`src/rtl/motion_key_ctrl.sv`:
```
// motion_key_ctrl: W/A/S/D keycode scanner issuing one-cycle move Loads with typematic repeat
// Ports: Clk, Reset (sync, active-high); keycodes = NUM_KEYS packed 8-bit HID slots;
// tick = frame strobe for repeat timing; motionFlag = direction of last Load;
// Load = one-cycle move pulse; Active = a direction key is held and tracked.
module motion_key_ctrl #(
  parameter int NUM_KEYS = 6,
  parameter int REPEAT_DELAY = 16,
  parameter int REPEAT_RATE = 4,
  parameter logic [7:0] KEY_W = 8'h1A,
  parameter logic [7:0] KEY_A = 8'h04,
  parameter logic [7:0] KEY_S = 8'h16,
  parameter logic [7:0] KEY_D = 8'h07
) (
  input  logic                  Clk,
  input  logic                  Reset,
  input  logic [8*NUM_KEYS-1:0] keycodes,
  input  logic                  tick,
  output logic [1:0]            motionFlag,
  output logic                  Load,
  output logic                  Active
);
  localparam int MX = REPEAT_DELAY > REPEAT_RATE ? REPEAT_DELAY : REPEAT_RATE;
  localparam int CW = $clog2(MX + 1);
  typedef enum logic [1:0] {IDLE, DELAY, REPEAT} state_t;
  state_t state, state_n;
  logic [3:0] pressed, pressed_q, rise;
  logic [1:0] cur_dir, dir_n;
  logic [CW-1:0] cnt, cnt_n, last;
  logic load_n;
  // W > A > S > D when several candidates are present
  function automatic logic [1:0] lowest(input logic [3:0] v);
    return v[0] ? 2'd0 : v[1] ? 2'd1 : v[2] ? 2'd2 : 2'd3;
  endfunction
  always_comb begin
    pressed = '0;
    for (int i = 0; i < NUM_KEYS; i++) begin
      pressed[0] |= keycodes[8*i+:8] == KEY_W;
      pressed[1] |= keycodes[8*i+:8] == KEY_A;
      pressed[2] |= keycodes[8*i+:8] == KEY_S;
      pressed[3] |= keycodes[8*i+:8] == KEY_D;
    end
  end
  assign rise = pressed & ~pressed_q;
  assign last = state == DELAY ? CW'(REPEAT_DELAY - 1) : CW'(REPEAT_RATE - 1);
  assign Active = state != IDLE;
  always_comb begin
    state_n = state;
    cnt_n = cnt;
    dir_n = cur_dir;
    load_n = 1'b0;
    if (rise != '0) begin
      dir_n = lowest(rise);
      load_n = 1'b1;
      cnt_n = '0;
      state_n = DELAY;
    end else if (pressed != '0 && !pressed[cur_dir]) begin
      // current direction released while another is still held: fall back
      dir_n = lowest(pressed);
      load_n = 1'b1;
      cnt_n = '0;
      state_n = DELAY;
    end else if (pressed == '0) begin
      state_n = IDLE;
      cnt_n = '0;
    end else if (tick && state != IDLE) begin
      if (cnt == last) begin
        load_n = 1'b1;
        cnt_n = '0;
        state_n = REPEAT;
      end else begin
        cnt_n = cnt + CW'(1);
      end
    end
  end
  always_ff @(posedge Clk) begin
    if (Reset) begin
      state <= IDLE;
      cnt <= '0;
      cur_dir <= 2'b00;
      pressed_q <= '0;
      Load <= 1'b0;
      motionFlag <= 2'b00;
    end else begin
      state <= state_n;
      cnt <= cnt_n;
      cur_dir <= dir_n;
      pressed_q <= pressed;
      Load <= load_n;
      if (load_n) motionFlag <= dir_n;
    end
  end
endmodule

```
`config.mk`:
```
export PLATFORM = sky130hd
export DESIGN_NAME = motion_key_ctrl
export DESIGN_NICKNAME = d
export VERILOG_FILES = /design/src/rtl/motion_key_ctrl.sv
export SDC_FILE = /design/constraint.sdc
export NUM_CORES = 1
export LEC_CHECK = 0
export ABC_AREA = 1
export CORE_MARGIN = 3
export CORE_UTILIZATION = 48
export CTS_BUF_LIST = sky130_fd_sc_hd__clkbuf_16
export CTS_CLUSTER_SIZE = 25
export DETAILED_ROUTE_END_ITERATION = 10
export PLACE_DENSITY = 0.84
export SETUP_SLACK_MARGIN = 0.2
export SLEW_MARGIN = 30
export SYNTH_ARGS = -nofsm -noshare
export SYNTH_HDL_FRONTEND = slang
export SYNTH_SLANG_ARGS = --single-unit
```
`constraint.sdc`:
```
create_clock -name Clk -period 3.7 [get_ports Clk]
set_input_delay 0.555 -clock Clk [delete_from_list [all_inputs] [get_ports Clk]]
set_output_delay 0.555 -clock Clk [all_outputs]
set_load 0.005 [all_outputs]
```
==> summary.md, run 1 <==
| Metric | Value |
|---|---|
| Root Driver | `clkbuf_16` |
| Boundary Pins | `55` |
| Final Routed Wirelength | `3.70 mm` |
| Total congestion overflow | `0` |
| Hold Slack | `0.492 ns` |
| CTS Sinks | `16` |
| Die X | `62.1 µm` |
| Clk_lat worst skew | `0.24 ns` |
| Setup Skew | `0.00214 ns` |
| Cells taking the most area after synthesis | `dfxtp_1, nand2_1, nor2_1` |
| Mapped Nets | `327` |
| XOR/XNOR Fraction of Synth Area | `0.0232` |
| Initial DRC Count | `83` |
| Antenna viol nets, final | `0` |
| Area growth syn-to-layout | `44.5%` |
| Status | `finished clean` |
| Post-cts sizing count | `0` |
| Yosys top cell by area | `dfxtp_1` |
| Port bufs | `54` |
| Final Power | `0.548 mW` |
| Core region area | `2880 µm²` |
| GPL Wtd Cong | `0.841` |
| Mux cell area share after synthesis | `0` |
| Sequential share of the synthesized area | `0.212` |
| CP Max Fanout | `8` |
| Number of global-route vias before repair | `1494` |
| Synth Area in Simple Gates | `0.591` |
| Max frequency | `456 MHz` |
| DRC | `0` |
| Largest net degree at the start of global routing | `10` |
| Arr. time, crit path | `2.38 ns` |
| Vias per std cell | `4.67` |
| CTS Hold Bufs | `0` |
| Dpl hpwl | `3.19 mm` |
| Adder-cell share of the synthesized area | `0.00829` |
| Hold Crit Class | `reg2reg` |
| Post-place setup slack | `1.27 ns` |
| Postcts setup bufs | `0` |
| Worst Setup End Kind | `flip-flop` |
| Lkg Pwr | `1.06 nW` |
| Hold Vio Cnt, Final | `0` |
| Tightest Pin Transition | `0.276 ns` |
| Finished Layout Cells | `375` |
| Setup violators final | `0` |
| Setup WS post-layout | `1.51 ns` |
| Clock transition at the registers of the reported paths | `0.05 ns` |
| Row cnt | `19` |
| RSZ-0062 raised after global routing | `false` |
| Final period util | `0.592` |
| Max transition margin | `0.815` |
| DIE HEIGHT | `62.1 µm` |
| MaxCap Viol Count | `0` |
| First-pass GRT wire length | `5.84 mm` |
| GRT Overall Usage | `0.198` |
| Most frequent cells in the layout | `nand2_1, nor2_1, clkdlybuf4s50_1` |
| CTS tree | `done` |
| Commonest non-fill, non-tap cell in the layout | `nand2_1` |
| Gate Count Post-Synth | `275` |
| Initial antenna violation count | `0` |
| Worst Reg-to-Reg Cells | `9` |
| 1st-pass router iterations | `4` |
| WP data required | `3.89 ns` |
| Startpoint Class | `input port` |
| Unique masters post-synth | `22` |
| DR WL/cell | `9.87 µm` |
| Yosys top cell area share | `0.212` |
| H-tree depth | `1` |
| Peak supply drop | `0.263 mV` |
| Mapped cell area | `1510 µm²` |
| Crit path time final | `2.19 ns` |
| Post-synthesis compound-gate area fraction | `0.0282` |
| Register bit total from synthesis | `16` |
| PD cells | `251 nW/µm²` |
| Nets | `386` |
| Clk buf depth | `2` |
| # diodes | `0` |
| Main combinational cell family by area after synthesis | `simple AND/OR/NAND/NOR gates` |
| Syn_area_per_cell | `5.49 µm²` |
| Layout cells sized above 1 | `0.0871` |
| Ys Warns | `0` |
| Critical path type | `in2reg` |
| DR vias | `1752` |
| DIE AREA | `3850 µm²` |
| Post-route setup TNS | `0 ns` |
| CTS buffer count | `3` |
| Placed Cells | `371` |
| Final Max Tran Viols | `0` |
| Hold Path Depth | `2` |
| Initial Util | `0.525` |
-- metrics by stage --
step / util / instance area (µm²)
after floorplan: - / 1510
after global placement: 0.731 / 2100
after detailed placement: 0.731 / 2100
after CTS: 0.758 / 2180
after global routing: 0.758 / 2180
final: 0.758 / 2180
-- Yosys cell counts --
| master | n |
|---|---|
| nand4_1 | 7 |
| nor3_1 | 1 |
| dfxtp_1 | 16 |
| nand2_1 | 72 |
| nor2_1 | 68 |
| nand3_1 | 16 |
| a21oi_1 | 7 |
| nand2_4 | 2 |
| nand4_2 | 1 |
| inv_1 | 53 |
| nor2_4 | 1 |
| nand3_2 | 5 |
| nor2_2 | 5 |
| nand3b_1 | 3 |
| inv_2 | 2 |
| nand2_2 | 8 |
| nor2_8 | 1 |
| xnor2_1 | 3 |
| ha_1 | 1 |
| o211ai_1 | 1 |
| xor2_1 | 1 |
| nand3_4 | 1 |
-- cell type report --
type / instances / area, µm²
timing repair buffer: 54 / 541
sequential: 16 / 320
clock inverter: 1 / 3.75
tap: 42 / 52.6
inverter: 55 / 206
clock buffer: 3 / 75.1
multi-input combinational: 204 / 982
fill: 263 / 696
-- critical path: stages --
cell and delay [ns]:
clkdlybuf4s50_1 0.47, inv_1 0.04, nand2_1 0.10, inv_2 0.04
nand2_1 0.05, nor2_1 0.05, nor2_2 0.12, nand3_1 0.18
nand2_2 0.16, nand2_4 0.08, nor2_8 0.18, nand3_2 0.15
nand3_1 0.12, nand2_1 0.06, inv_1 0.04
-- final timing paths --
path / from / to / slack, ns
min: state[1] / state[1] / 0.49
min reg2reg: state[1] / state[1] / 0.49
max reg2reg: cnt[2] / motionFlag[0] / 2.23
max: keycodes[11] / motionFlag[0] / 1.51
-- kinds of logic after synthesis --
family                     count (synthesis)
AOI/OAI and AO/OA                          8
and+or+nand+nor                          191
buffers and inverters                     55
DFF                                       16
adders and majority gates                  1
xor gates and xnor gates                   4
-- state kept, by name, indices dropped and copies added (netlist names) --
register    flops
cnt             5
pressed_q       4
cur_dir         2
Load            1
state           2
motionFlag      2
-- where the power goes --
| part | internal [mW] | leakage [nW] | switching, mW |
|---|---|---|---|
| Combinational | 0.0845 | 0.887 | 0.0716 |
| Clock | 0.143 | 0.0385 | 0.0639 |
| Sequential | 0.180 | 0.130 | 0.00450 |
| Total | 0.408 | 1.06 | 0.140 |
-- layer usage --
layer | GRT usage | routed length, µm | up-vias
li1 | - | - | 950
met1 | 0.259 | 1650 | 762
met2 | 0.348 | 1860 | 40
met3 | 0.0393 | 189 | 0
met4 | 0.0182 | 0 | 0
met5 | 0 | 0 | -
(Power assumes the default switching activity.)
==> run 2, diff against run 1 <==
CORE_UTILIZATION = 41   (was 48)
PLACE_DENSITY = 0.77   (was 0.84)
clock period = 1.8 ns   (was 3.7 ns; I/O delays follow)
==> summary.md, run 2 (synthesis gave the netlist of run 1 again) <==
| Metric | Value |
|---|---|
| Worst r2r dst | `motionFlag[1]` |
| HP Start | `state[1]` |
| Core region area | `3440 µm² (+20%)` |
| PD cells | `510 nW/µm² (+100%)` |
| Startpoint Class | `flip-flop` |
| Largest stage delay on the critical path | `0.51 ns (+0.04 ns)` |
| Critical-path cell list | `inv_1 -> nand2_1 -> clkdlybuf4s50_1` |
| Initial antenna violation count | `0 (unchanged)` |
| Max frequency | `665 MHz` |
| Peak supply drop | `0.407 mV (+55%)` |
| Row cnt | `21 (+2)` |
| Worst Reg-to-Reg Cells | `9 (unchanged)` |
| Max reg flops | `5 (unchanged)` |
| Crit path time final | `1.50 ns` |
| Sw Share | `0.283 (+0.0278)` |
| Vias per std cell | `4.63 (-0.83%)` |
| Setup violators final | `0 (unchanged)` |
| GRT Overall Usage | `0.182 (-0.0162)` |
| Biggest regs | `cnt: 5 flops, pressed_q: 4 flops` |
| Final Max Tran Viols | `0 (unchanged)` |
| Final Routed Wirelength | `3.91 mm (+5.6%)` |
| Reg-to-reg slack, setup | `0.41 ns (-1.82 ns)` |
| Tightest Pin Transition | `0.219 ns (-0.0575 ns)` |
| Arr. time, crit path | `1.23 ns (-1.15 ns)` |
| Most frequent cells in the layout | `nand2_1, nor2_1, inv_1` |
| Commonest non-fill, non-tap cell in the layout | `nand2_1` |
| GPL Wtd Cong | `0.845 (+0.49%)` |
| Hold Path Depth | `2 (unchanged)` |
| Top reg by flops | `cnt` |
| Nets | `397 (+2.8%)` |
| Power share of the sequential group | `0.334 (-0.003)` |
| Internal Power | `0.815 mW (+100%)` |
| 1st-pass router iterations | `4 (unchanged)` |
| Initial DRC Count | `81 (-2.4%)` |
| Worst Setup End Kind | `output pin` |
| CTS Sinks | `16 (unchanged)` |
| Number of global-route vias before repair | `1657 (+11%)` |
| DR WL/cell | `10.0 µm (+1.6%)` |
| Largest net degree at the start of global routing | `10 (unchanged)` |
| Critical path type | `reg2out` |
| Layout cells sized above 1 | `0.358 (+0.270)` |
| Dpl hpwl | `3.00 mm (-5.7%)` |
| Root Driver | `clkbuf_16` |
| Slowest-stage cell, CP | `clkdlybuf4s50_1` |
| Clk buf depth | `2 (unchanged)` |
| Reg-to-Reg Start | `cnt[2]` |
| Final period util | `0.835` |
| Status | `finished clean` |
| CTS Hold Bufs | `0 (unchanged)` |
| MaxCap Viol Count | `0 (unchanged)` |
| Net Switching | `0.322 mW (+130%)` |
| Lkg Pwr | `1.14 nW (+8.4%)` |
| WP data required | `1.53 ns (-2.36 ns)` |
| DIE HEIGHT | `66.7 µm (+7.4%)` |
| Final Power | `1.14 mW (+110%)` |
| Hold Crit Class | `reg2reg` |
| First-pass GRT wire length | `6.45 mm (+11%)` |
| Setup Skew | `0.00261 ns (+0.000473 ns)` |
| Antenna viol nets, final | `0 (unchanged)` |
| Hold Vio Cnt, Final | `0 (unchanged)` |
| Critical Path Start | `state[0]` |
| Clk_lat worst skew | `0.24 ns (about the same)` |
| Boundary Pins | `55 (unchanged)` |
| Combinational share of power | `0.286 (about the same)` |
| DR vias | `1807 (+3.1%)` |
| Post-route setup TNS | `0 ns (unchanged)` |
| Clk network pwr share | `0.380 (+0.002)` |
| Total congestion overflow | `0 (unchanged)` |
| CTS buffer count | `3 (unchanged)` |
| Max transition margin | `0.854 (+0.0387)` |
| Area growth syn-to-layout | `47.8%` |
| Die X | `66.7 µm (+7.4%)` |
| # diodes | `0 (unchanged)` |
| CTS tree | `done` |
| CP Max Fanout | `3 (-5)` |
| DRC | `0 (unchanged)` |
| Initial Util | `0.438 (-0.0862)` |
| DIE AREA | `4440 µm² (+15%)` |
| RSZ-0062 raised after global routing | `false` |
| Critical Path Sink | `Active` |
| H-tree depth | `1 (unchanged)` |
| Clock transition at the registers of the reported paths | `0.05 ns (about the same)` |
| Port bufs | `54 (unchanged)` |
run 2: cell types whose count changed in the layout (fill, tap and decap cells not counted), moves of 7 or more:
| cell | previous run | this run |
|---|---|---|
| nor2_2 | 5 | 21 |
| inv_2 | 2 | 9 |
| clkbuf_2 | 0 | 37 |
| clkdlybuf4s15_1 | 0 | 7 |
| nor2_1 | 68 | 50 |
| nand2_1 | 72 | 60 |
| buf_4 | 0 | 10 |
| clkdlybuf4s50_1 | 54 | 6 |
| inv_1 | 53 | 46 |
| nand2_2 | 8 | 16 |
run 2: timing repair:
action	CTS	global route
gates cloned	0	0
buffers inserted	2	2
endpoints found under the setup margin	12	12
pin swaps	37	61
gates resized for setup	68	126
run 2: cell type report:
type,instances,area (µm²)
clock inverter,1,3.75
tap,46,57.6
inverter,55,206
timing repair buffer,65,440
clock buffer,3,75.1
fill,355,1210
sequential,16,320
multi-input combinational,204,1130
run 2: how the worst min path moves through the flow:
stage                       to
CTS                   state[1]
floorplan           cur_dir[0]
detailed placement    state[1]
global route          state[1]
finish                state[1]
global placement      state[1]
run 2: routing by layer:
layer / vias to the layer above / track usage / wire, µm
met4: 0 / 0.0355 / 45
met1: 792 / 0.228 / 1700
met3: 4 / 0.0337 / 181
li1: 965 / - / -
met5: - / 0 / 0
met2: 46 / 0.322 / 1980
run 2: power by group through the flow:
stage               clock network (mW)  logic, mW  registers [mW]
floorplan                            0      0.150           0.385
global placement                     0      0.318           0.386
detailed placement                   0      0.322           0.386
CTS                              0.436      0.303           0.379
global route                     0.458      0.365           0.380
finish                           0.432      0.325           0.380
run 2: critical path, delay by kind of cell (launching register included):
family | cells | cell delay [ns]
DFF | 1 | 0.33
buffers and inverters | 2 | 0.56
and+or+nand+nor | 1 | 0.09
run 2: through the flow:
step           utilization  area [µm²]  std cells  hold slack, ns  setup WS, ns
5_1_grt              0.648        2230        390           0.499         0.168
6_report             0.648        2230        390           0.470         0.297
4_1_cts              0.654        2250        388           0.475         0.203
2_1_floorplan            -        1510        275           0.339         0.378
3_3_place_gp         0.627        2160        382           0.458        -0.283
3_5_place_dp         0.627        2160        382           0.468        -0.305
